File: src/rtl/rv64_divider.sv
// Iterative radix-2 restoring divider for RV64M DIV/DIVU/REM/REMU.
// Define RV64_DIV_WORD_EN to add the 32-bit W variants (DIVW, DIVUW, REMW, REMUW).
module rv64_divider #(
  parameter int unsigned N = 64
) (
  input  logic         clk,
  input  logic         rst_n,
  input  logic         start,
  input  logic         flush,
  input  logic         word,
  input  logic [1:0]   divOp,
  input  logic [N-1:0] dataA,
  input  logic [N-1:0] dataB,
  output logic         busy,
  output logic         done,
  output logic [N-1:0] result
);

  localparam int unsigned CntW = $clog2(N + 1);

  typedef enum logic [1:0] {StIdle, StCalc, StFix, StDone} state_e;

  state_e          state_q, state_d;
  logic            busy_q, busy_d, done_q, done_d;
  logic [N-1:0]    result_q, res_q;
  logic [N-1:0]    quo_q, rem_q, div_q;
  logic [CntW-1:0] cnt_q, cnt_init;
  logic            rem_sel_q, q_neg_q, r_neg_q;

  logic            sgn, a_neg, b_neg, div_zero, ovf, special, accept, idle_sel;
  logic [N-1:0]    a_ext, b_ext, min_val, a_abs, b_abs, quo_init;
  logic [N-1:0]    q_fin, r_fin, res_pick;
  logic [N:0]      shifted, diff;
  logic            borrow;

  assign sgn = ~divOp[0];

`ifdef RV64_DIV_WORD_EN
  logic word_q;

  always_comb begin
    a_ext    = dataA;
    b_ext    = dataB;
    min_val  = {1'b1, {(N-1){1'b0}}};
    cnt_init = CntW'(N);
    if (word) begin
      a_ext    = {{(N-32){sgn & dataA[31]}}, dataA[31:0]};
      b_ext    = {{(N-32){sgn & dataB[31]}}, dataB[31:0]};
      min_val  = {{(N-31){1'b1}}, {31{1'b0}}};
      cnt_init = CntW'(32);
    end
  end

  // W dividends start in the upper half so the MSB-first shift is width-independent.
  assign quo_init = word ? (a_abs << 32) : a_abs;
`else
  logic unused_word;

  assign unused_word = word;
  assign a_ext       = dataA;
  assign b_ext       = dataB;
  assign min_val     = {1'b1, {(N-1){1'b0}}};
  assign cnt_init    = CntW'(N);
  assign quo_init    = a_abs;
`endif

  assign a_neg    = sgn & a_ext[N-1];
  assign b_neg    = sgn & b_ext[N-1];
  assign a_abs    = a_neg ? -a_ext : a_ext;
  assign b_abs    = b_neg ? -b_ext : b_ext;
  assign div_zero = (b_ext == '0);
  assign ovf      = sgn && (a_ext == min_val) && (b_ext == '1);
  assign special  = div_zero | ovf;
  assign accept   = (state_q == StIdle) && !busy_q && start && !flush;

  // Partial remainder never exceeds twice the divisor, so a set top bit means no borrow.
  assign shifted = {rem_q, quo_q[N-1]};
  assign diff    = shifted - {1'b0, div_q};
  assign borrow  = ~shifted[N] & diff[N];

  // In IDLE this resolves a special case; in FIX it sign-corrects the iterated result.
  always_comb begin
    idle_sel = (state_q == StIdle);
    q_fin    = idle_sel ? (div_zero ? '1 : a_ext) : (q_neg_q ? -quo_q : quo_q);
    r_fin    = idle_sel ? (div_zero ? a_ext : '0) : (r_neg_q ? -rem_q : rem_q);
    res_pick = (idle_sel ? divOp[1] : rem_sel_q) ? r_fin : q_fin;
`ifdef RV64_DIV_WORD_EN
    if (idle_sel ? word : word_q) begin
      res_pick = {{(N-32){res_pick[31]}}, res_pick[31:0]};
    end
`endif
  end

  always_ff @(posedge clk or negedge rst_n) begin
    if (!rst_n) begin
      state_q <= StIdle;
      busy_q  <= 1'b0;
      done_q  <= 1'b0;
    end else begin
      state_q <= state_d;
      busy_q  <= busy_d;
      done_q  <= done_d;
    end
  end

  always_comb begin
    state_d = state_q;
    unique case (state_q)
      StIdle: if (accept) state_d = special ? StDone : StCalc;
      StCalc: if (cnt_q == CntW'(1)) state_d = StFix;
      StFix:  state_d = StDone;
      StDone: state_d = StIdle;
      default: state_d = StIdle;
    endcase
    if (flush && (state_q != StIdle)) begin
      state_d = StIdle;
    end
  end

  // busy stays up for the cycle after done so a new start only lands once busy reads low.
  always_comb begin
    busy_d = (state_d != StIdle) || ((state_q == StDone) && !flush);
    done_d = (state_q == StDone) && !flush;
  end

  always_ff @(posedge clk or negedge rst_n) begin
    if (!rst_n) begin
      result_q  <= '0;
      res_q     <= '0;
      quo_q     <= '0;
      rem_q     <= '0;
      div_q     <= '0;
      cnt_q     <= '0;
      rem_sel_q <= 1'b0;
      q_neg_q   <= 1'b0;
      r_neg_q   <= 1'b0;
`ifdef RV64_DIV_WORD_EN
      word_q    <= 1'b0;
`endif
    end else begin
      unique case (state_q)
        StIdle: begin
          if (accept) begin
            rem_sel_q <= divOp[1];
`ifdef RV64_DIV_WORD_EN
            word_q    <= word;
`endif
            div_q     <= b_abs;
            rem_q     <= '0;
            quo_q     <= quo_init;
            cnt_q     <= cnt_init;
            q_neg_q   <= a_neg ^ b_neg;
            r_neg_q   <= a_neg;
            if (special) begin
              res_q <= res_pick;
            end
          end
        end
        StCalc: begin
          rem_q <= borrow ? shifted[N-1:0] : diff[N-1:0];
          quo_q <= {quo_q[N-2:0], ~borrow};
          cnt_q <= cnt_q - CntW'(1);
        end
        StFix: res_q <= res_pick;
        StDone: if (!flush) result_q <= res_q;
        default: ;
      endcase
    end
  end

  assign busy   = busy_q;
  assign done   = done_q;
  assign result = result_q;

endmodule

File: config.mk
export PLATFORM = sky130hd
export DESIGN_NAME = rv64_divider
export DESIGN_NICKNAME = d
export VERILOG_FILES = /design/src/rtl/rv64_divider.sv
export SDC_FILE = /design/constraint.sdc
export NUM_CORES = 1
export LEC_CHECK = 0
export CORE_MARGIN = 10
export CORE_UTILIZATION = 35
export DETAILED_ROUTE_END_ITERATION = 8
export PLACE_DENSITY_LB_ADDON = 0.05
export SLEW_MARGIN = 20
export SYNTH_ARGS = -nofsm -noshare
export SYNTH_HDL_FRONTEND = slang
export SYNTH_SLANG_ARGS = --single-unit
File: constraint.sdc
create_clock -name clk -period 4.7 [get_ports clk]
set_clock_uncertainty 0.1 [all_clocks]
set_input_delay 0.47 -clock clk [delete_from_list [all_inputs] [get_ports clk]]
set_output_delay 0.47 -clock clk [all_outputs]
set_load 0.02 [all_outputs]
# Yosys cells after proc, flatten, opt, wreduce, memory -nomap -nowiden
# Index checks and enable logic that the tools add are counted.
[word_totals]
inputBits = 135
register_bits = 334
elab_cells = 80
output_inout_bits = 66
[classes]
n_addsub = 6
n_bitwise = 9
n_mux = 25
eq_ne = 8
reduce_logical = 20
[ops]
columns = ["cell", "count"]
rows = [
  ["64-bit two-way mux", 14],
  ["64-bit case mux with 2 select lines", 3],
  ["64-bit negator", 4],
  ["64-bit == test, second input constant", 2],
  ["65-bit by 64-bit subtractor with 65-bit output", 1],
  ["64-bit logical NOT", 1],
  ["7-bit case mux with 2 select lines", 1],
  ["2-bit two-way mux", 4],
  ["2-bit case mux with 4 select lines", 1],
  ["2-bit nonzero test", 4],
  ["7-bit by 1-bit == test with 1-bit output, second input constant", 1],
  ["1-bit logical AND", 7],
  ["7-bit two-way mux", 1],
  ["7-bit by 1-bit subtractor with 7-bit output, second input constant", 1],
  ["2-bit AND reduction", 3],
  ["2-bit == test, second input constant", 2],
  ["2-bit inequality test, second input constant", 2],
  ["1-bit inverter", 4],
  ["1-bit bitwise AND", 3],
  ["3-bit AND reduction", 1],
  ["2-bit by 1-bit == test with 1-bit output, second input constant", 1],
  ["1-bit logical NOT", 2],
  ["2-bit logical NOT", 1],
  ["1-bit logical OR", 1],
  ["other kinds (3)", 3],
]

# Longest topological paths before layout
[logic_depth]
depth_word = 10
depth_mapped = 16
mapped_depth_nobuf = 14

# Worst setup path after synthesis
# OpenSTA, ideal clock, no wires.
[synth_path]
kind = "register -> register"
startpoint = "reg quo_q[3]"
endpoint = "reg res_q[55]"
arrival_time_ns = 3.946
stages_incl_launch_ff = 13
period_less_slack_ns = 4.174
setup_ns = 0.128
path_slack_ns = 0.526
path_buffers = 1
t_required_ns = 4.472
path_cell_list = "dfrtp_1 or4_4 or4b_4 or4_4 or3_4 or4_4 buf_6 or2_4 o21ai_2 xor2_1 o22ai_1 a2111oi_2 nor2_1"
[synth_via]
elab_chain_len = 7
[synth_rtl]
columns = ["element", "line", "rtl"]
rows = [
  ["start, declared", "26", "logic [N-1:0] quo_q, rem_q, div_q;"],
  ["start signal, assigned", "150", "quo_q <= quo_init;"],
  ["start signal, assigned", "161", "quo_q <= {quo_q[N-2:0], ~borrow};"],
  ["64-bit negator *", "84", "q_fin = idle_sel ? (div_zero ? '1 : a_ext) : (q_neg_q ? -quo_q : quo_q);"],
  ["64-bit two-way mux * (2 in series)", "84", ""],
  ["64-bit two-way mux *", "86", "res_pick = (idle_sel ? divOp[1] : rem_sel_q) ? r_fin : q_fin;"],
  ["64-bit two-way mux", "154", "if (special) begin"],
  ["64-bit two-way mux", "143", "if (accept) begin"],
  ["64-bit case mux with 2 select lines *", "141", "unique case (state_q)"],
  ["end signal, assigned", "155", "res_q <= res_pick;"],
  ["end signal, assigned", "164", "StFix: res_q <= res_pick;"],
  ["end, declared", "25", "logic [N-1:0] result_q, res_q;"],
]
# Mark *: on every way between the ends. The rest lies on a longest branch, timed or not. The select of a mux whose other input is x is not followed.
# A chain may end at the register's enable or synchronous reset.

# Worst setup path in the final report
[layout_path]
startpoint = "reg quo_q[6]"
endpoint = "reg res_q[45]"
# Same word-level chain as after synthesis.

==> results.txt <==
TritonCTS built the clock tree. The combined global-route utilization of all metal layers is 0.218. Dividing the final minimum period by the clock period gives 0.955.

The most numerous cell type found on the critical path is or4_4. The final weighted congestion of routability-driven global placement is slightly above 0.9. The proportion of synthesized flip-flops having asynchronous set or reset came out at 1.00.

After detailed placement, the total cell area comes to 0.0272 mm^2. The synthesis-to-finish area growth is 21.0%. The count of max-cap constraint violations is 0. The synthesized area per cell came out at 7.87 um^2. The largest driver fanout on the critical path came out at 7. The instance count on the critical path came out at 10. The number of buffer and inverter instances along the worst setup path came out at 0. The arrival time at the worst endpoint came out at 4.84 ns.

The share of total power in sequential cells is 0.289. The sequential share of the synthesized area is 0.353. The final hold violation count is 0. The worst slack after detailed placement came out at around 0.23 ns. The H-tree level count came out at 2. The required time of the critical path is 5.05 ns. The tightest slew margin relative to the limit came out at 0.324. The register-to-register setup slack is around 0.21 ns. The most critical setup path has its startpoint at quo_q[6]. Entering global routing, the biggest net connects 122 pins. The count of mapped cells out of synthesis is roughly 3000. The number of fill cells in the layout came out at approximately 6800. The count of pins on the block boundary came out at between 200 and 250. Walking the worst path, the cells encountered are or4_1, or4b_4, or4_4, or3_4, or4_4, o31ai_1, xor2_1, o22ai_1, a2111oi_0, nor2_1. The clock sink count is 334.

The worst setup path is launched from a register. The proportion of layout cells with a drive suffix above 1 came out at 0.0711. The count of placed standard cells in the final layout, fillers left out came out at 4096.

The cell family contributing the most delay on the critical path is simple AND/OR/NAND/NOR gates. The number of setup violations in the final report is 0. The maximum achievable frequency is ~0.22 GHz. Power spread over the standard cell area amounts to 652 mW/mm^2.

After clock tree synthesis, the repair step resized 0 gates. The largest vdd supply drop came out at 247 uV. The number of register bits inferred by synthesis came out at 334. The Yosys step of the flow raised 0 warnings. The initial antenna violation count is 0. The type of the worst setup path is reg2reg. The count of antenna-violating nets left after detailed routing is 0.

The most used flip-flop cell after synthesis is dfrtp_1. Setup repair after global routing left no endpoint under its margin. The via count is ~23000. The worst min-delay path category is in2async. The standard cell core area is 0.0670 mm^2. The die is 280 um tall. Buffers placed on the I/O ports in this run total 199. The synthesized area came out at 0.0237 mm^2.

The startpoint identified for the worst register-to-register timing path is quo_q[6]. The largest individual stage delay along the critical path comes from the cell or4_1. The largest stage delay on the critical path came out at 0.61 ns. After routing the design area is 0.0286 mm^2. The share of power burned in the clock network came out at 0.184. The depth of the most critical reg-to-reg path is 10. The number of vias per cell is between 5 and 6. Of the total power, the share spent switching nets is 0.454. The final routed wirelength across all metal layers came out at 87200 um. Internal power comes to 10.2 mW. The net switching power came out at 8.48 mW. The clock transition at the registers of the reported paths is around 0.06 ns. The floorplan step defined a die boundary enclosing 0.0784 mm^2. The worst-case clock buffer depth came out at 3.

When the netlist entered floorplanning its net count stood at 3213. The kind of end point of the critical path is a register. The flow ran to the end, and the final reports show no timing, DRC or antenna violations.

The number of flops mapped to enable cells by yosys is 0. The total instance count after detailed placement came out at between 4000 and 5000. The final net count came out at between 3000 and 4000. The shortest clock period the worst path allows after layout came out at 4.49 ns. Summed over all cells, the static leakage comes to 11.8 nW.

The post-detailed-route wirelength per cell came out at 21.3 um. The first-pass GRT wire length came out at 135000 um. The initial standard-cell utilization of the core came out at 0.353.

Once layout is complete, the utilization of the core stands at 0.427. After floorplanning, the core was divided into 95 placement rows. The sum of overflow across all layers after global routing came out at 0.

The first-pass iteration count of the detailed router came out at 5. The part of the power in combinational logic is 0.527. The worst path meets setup with 0.211 ns of slack. Summed over all nets, the half-perimeter wirelength after detailed placement is 66900 um.

The violation count after the first detailed-route iteration is roughly 1700. The tree is rooted in a clkbuf_16. The die width is 280 um. The summed negative setup slack over all endpoints is 0 ns. The number of global-route vias before repair came out at 22300.

In this run, distinct cell masters in the synthesized netlist total 70. The clock latency reported for the late side of the worst-skew pair came out at 0.58 ns. At the pin with the least slew margin, the transition time is 1.01 ns. The max-slew violation count was 0. After detailed routing, the number of remaining DRC violations is 0. The number of buffers created by CTS is 42.
-- registers in the layout, summed over array words and instances, names as in the netlist, 2 cells and up --
name and cells:
div_q 64, quo_q 64, rem_q 64, res_q 64, result 64, cnt_q 7, state_q 2
-- through the flow --
step,hold WS (ns),total power [mW]
finish,0.194,18.7
global placement,0.187,15.2
global route,0.194,20.2
floorplan,0.0744,11.6
detailed placement,0.190,15.2
CTS,0.169,18.8
-- worst paths after layout --
kind,endpoint
hold / removal,result[3]
hold reg to reg,result[59]
setup reg to reg,res_q[45]
max in group asynchronous,div_q[61]
setup / recovery,res_q[45]
min in group clk,result[59]
-- power groups by stage --
stage / combinational [mW] / sequential [mW] / clock (mW)
3_5_place_dp: 9.79 / 5.42 / 0
6_report: 9.85 / 5.40 / 3.44
3_3_place_gp: 9.77 / 5.39 / 0
5_1_grt: 11.0 / 5.59 / 3.64
2_1_floorplan: 6.47 / 5.15 / 0
4_1_cts: 9.83 / 5.38 / 3.54
-- layout make-up --
| type | count | area [um^2] | share of cell area |
|---|---|---|---|
| multi-input cells | 2395 | 14300 | 0.500 |
| flip-flops and latches | 334 | 8360 | 0.292 |
| repair buffers | 322 | 3060 | 0.107 |
| clock buffers | 55 | 1170 | 0.0409 |
| well taps | 873 | 1090 | 0.0381 |
| inverters | 95 | 358 | 0.0125 |
| clock inverters | 21 | 287 | 0.0100 |
| diodes | 1 | 2.50 | 0.0000874 |
-- placed cells by master (no fill, tap or decap), types with 15 or more instances in the layout --
master / n
nand2b_1: 27
a21o_1: 21
xor2_1: 158
nand4_1: 36
nor4_1: 29
a31oi_1: 43
xnor2_1: 147
or3_1: 39
a21oi_1: 196
o22ai_1: 15
or4_1: 29
o41ai_1: 27
o21ai_0: 342
o31ai_1: 68
nand3_1: 43
clkdlybuf4s50_1: 198
buf_4: 111
inv_1: 94
o211ai_1: 49
ha_1: 71
nor3_1: 71
nor2_1: 200
nand2_1: 529
dfrtp_1: 334
clkbuf_16: 42
a22oi_1: 75
-- routing by layer --
| layer | wire length, um | track usage | part of all wire | vias up |
|---|---|---|---|---|
| li1 | - | - | - | 11100 |
| met1 | 42900 | 0.315 | 0.49 | 10700 |
| met2 | 38000 | 0.338 | 0.44 | 634 |
| met3 | 4180 | 0.0277 | 0.048 | 114 |
| met4 | 2170 | 0.0592 | 0.025 | 0 |
| met5 | 0 | 0 | 0 | - |
-- repair_timing --
action / CTS / global route
hold endpoints to repair: 154 / 0
hold buffers: 1 / 0
setup buffers: 0 / 0
-- kinds of logic (layout without fill, tap and decap cells) --
logic type      count (synthesis)  count (layout)  share of synthesized area
other cells                     0               1                          0
flops                         334             334                      0.353
simple gates                 1063            1063                      0.201
compound gates                943             943                      0.245
buf+inv                       277             493                     0.0443
xor+xnor                      305             305                      0.113
fa+ha+maj                      72              72                     0.0384
mux                            12              12                    0.00508
-- synthesized netlist by cell type (3+ instances only) --
library cell / n / share of area
a22o_1: 3 / 0.0011
a31oi_1: 43 / 0.011
nand2b_1: 28 / 0.0074
buf_1: 10 / 0.0016
inv_1: 95 / 0.015
o22ai_1: 15 / 0.0040
nand3_1: 43 / 0.0091
mux2i_1: 12 / 0.0051
dfrtp_1: 334 / 0.35
nor2b_1: 9 / 0.0024
clkbuf_1: 171 / 0.027
ha_1: 71 / 0.038
a41oi_1: 4 / 0.0015
a211oi_1: 14 / 0.0044
a221oi_1: 14 / 0.0052
nor4_1: 29 / 0.0077
o21a_1: 13 / 0.0041
o21ai_0: 342 / 0.072
or2_2: 11 / 0.0029
o41ai_1: 27 / 0.010
xor2_1: 158 / 0.058
and2_1: 6 / 0.0016
nand2_1: 531 / 0.084
a221o_1: 4 / 0.0017
or4_1: 29 / 0.0092
a32oi_1: 7 / 0.0026
a22oi_1: 75 / 0.024
a21boi_0: 4 / 0.0013
nor2_1: 202 / 0.032
a21oi_1: 198 / 0.042
o21bai_1: 14 / 0.0044
nand4_1: 36 / 0.0095
a2111oi_0: 7 / 0.0026
a21o_1: 21 / 0.0067
xnor2_1: 147 / 0.054
or4_4: 3 / 0.0014
o31ai_1: 68 / 0.022
o211ai_1: 49 / 0.016
or3_1: 39 / 0.010
and3_1: 8 / 0.0021
nor3_1: 72 / 0.015
a32o_1: 3 / 0.0013
nand3b_1: 7 / 0.0022
(Power assumes the default switching activity.)
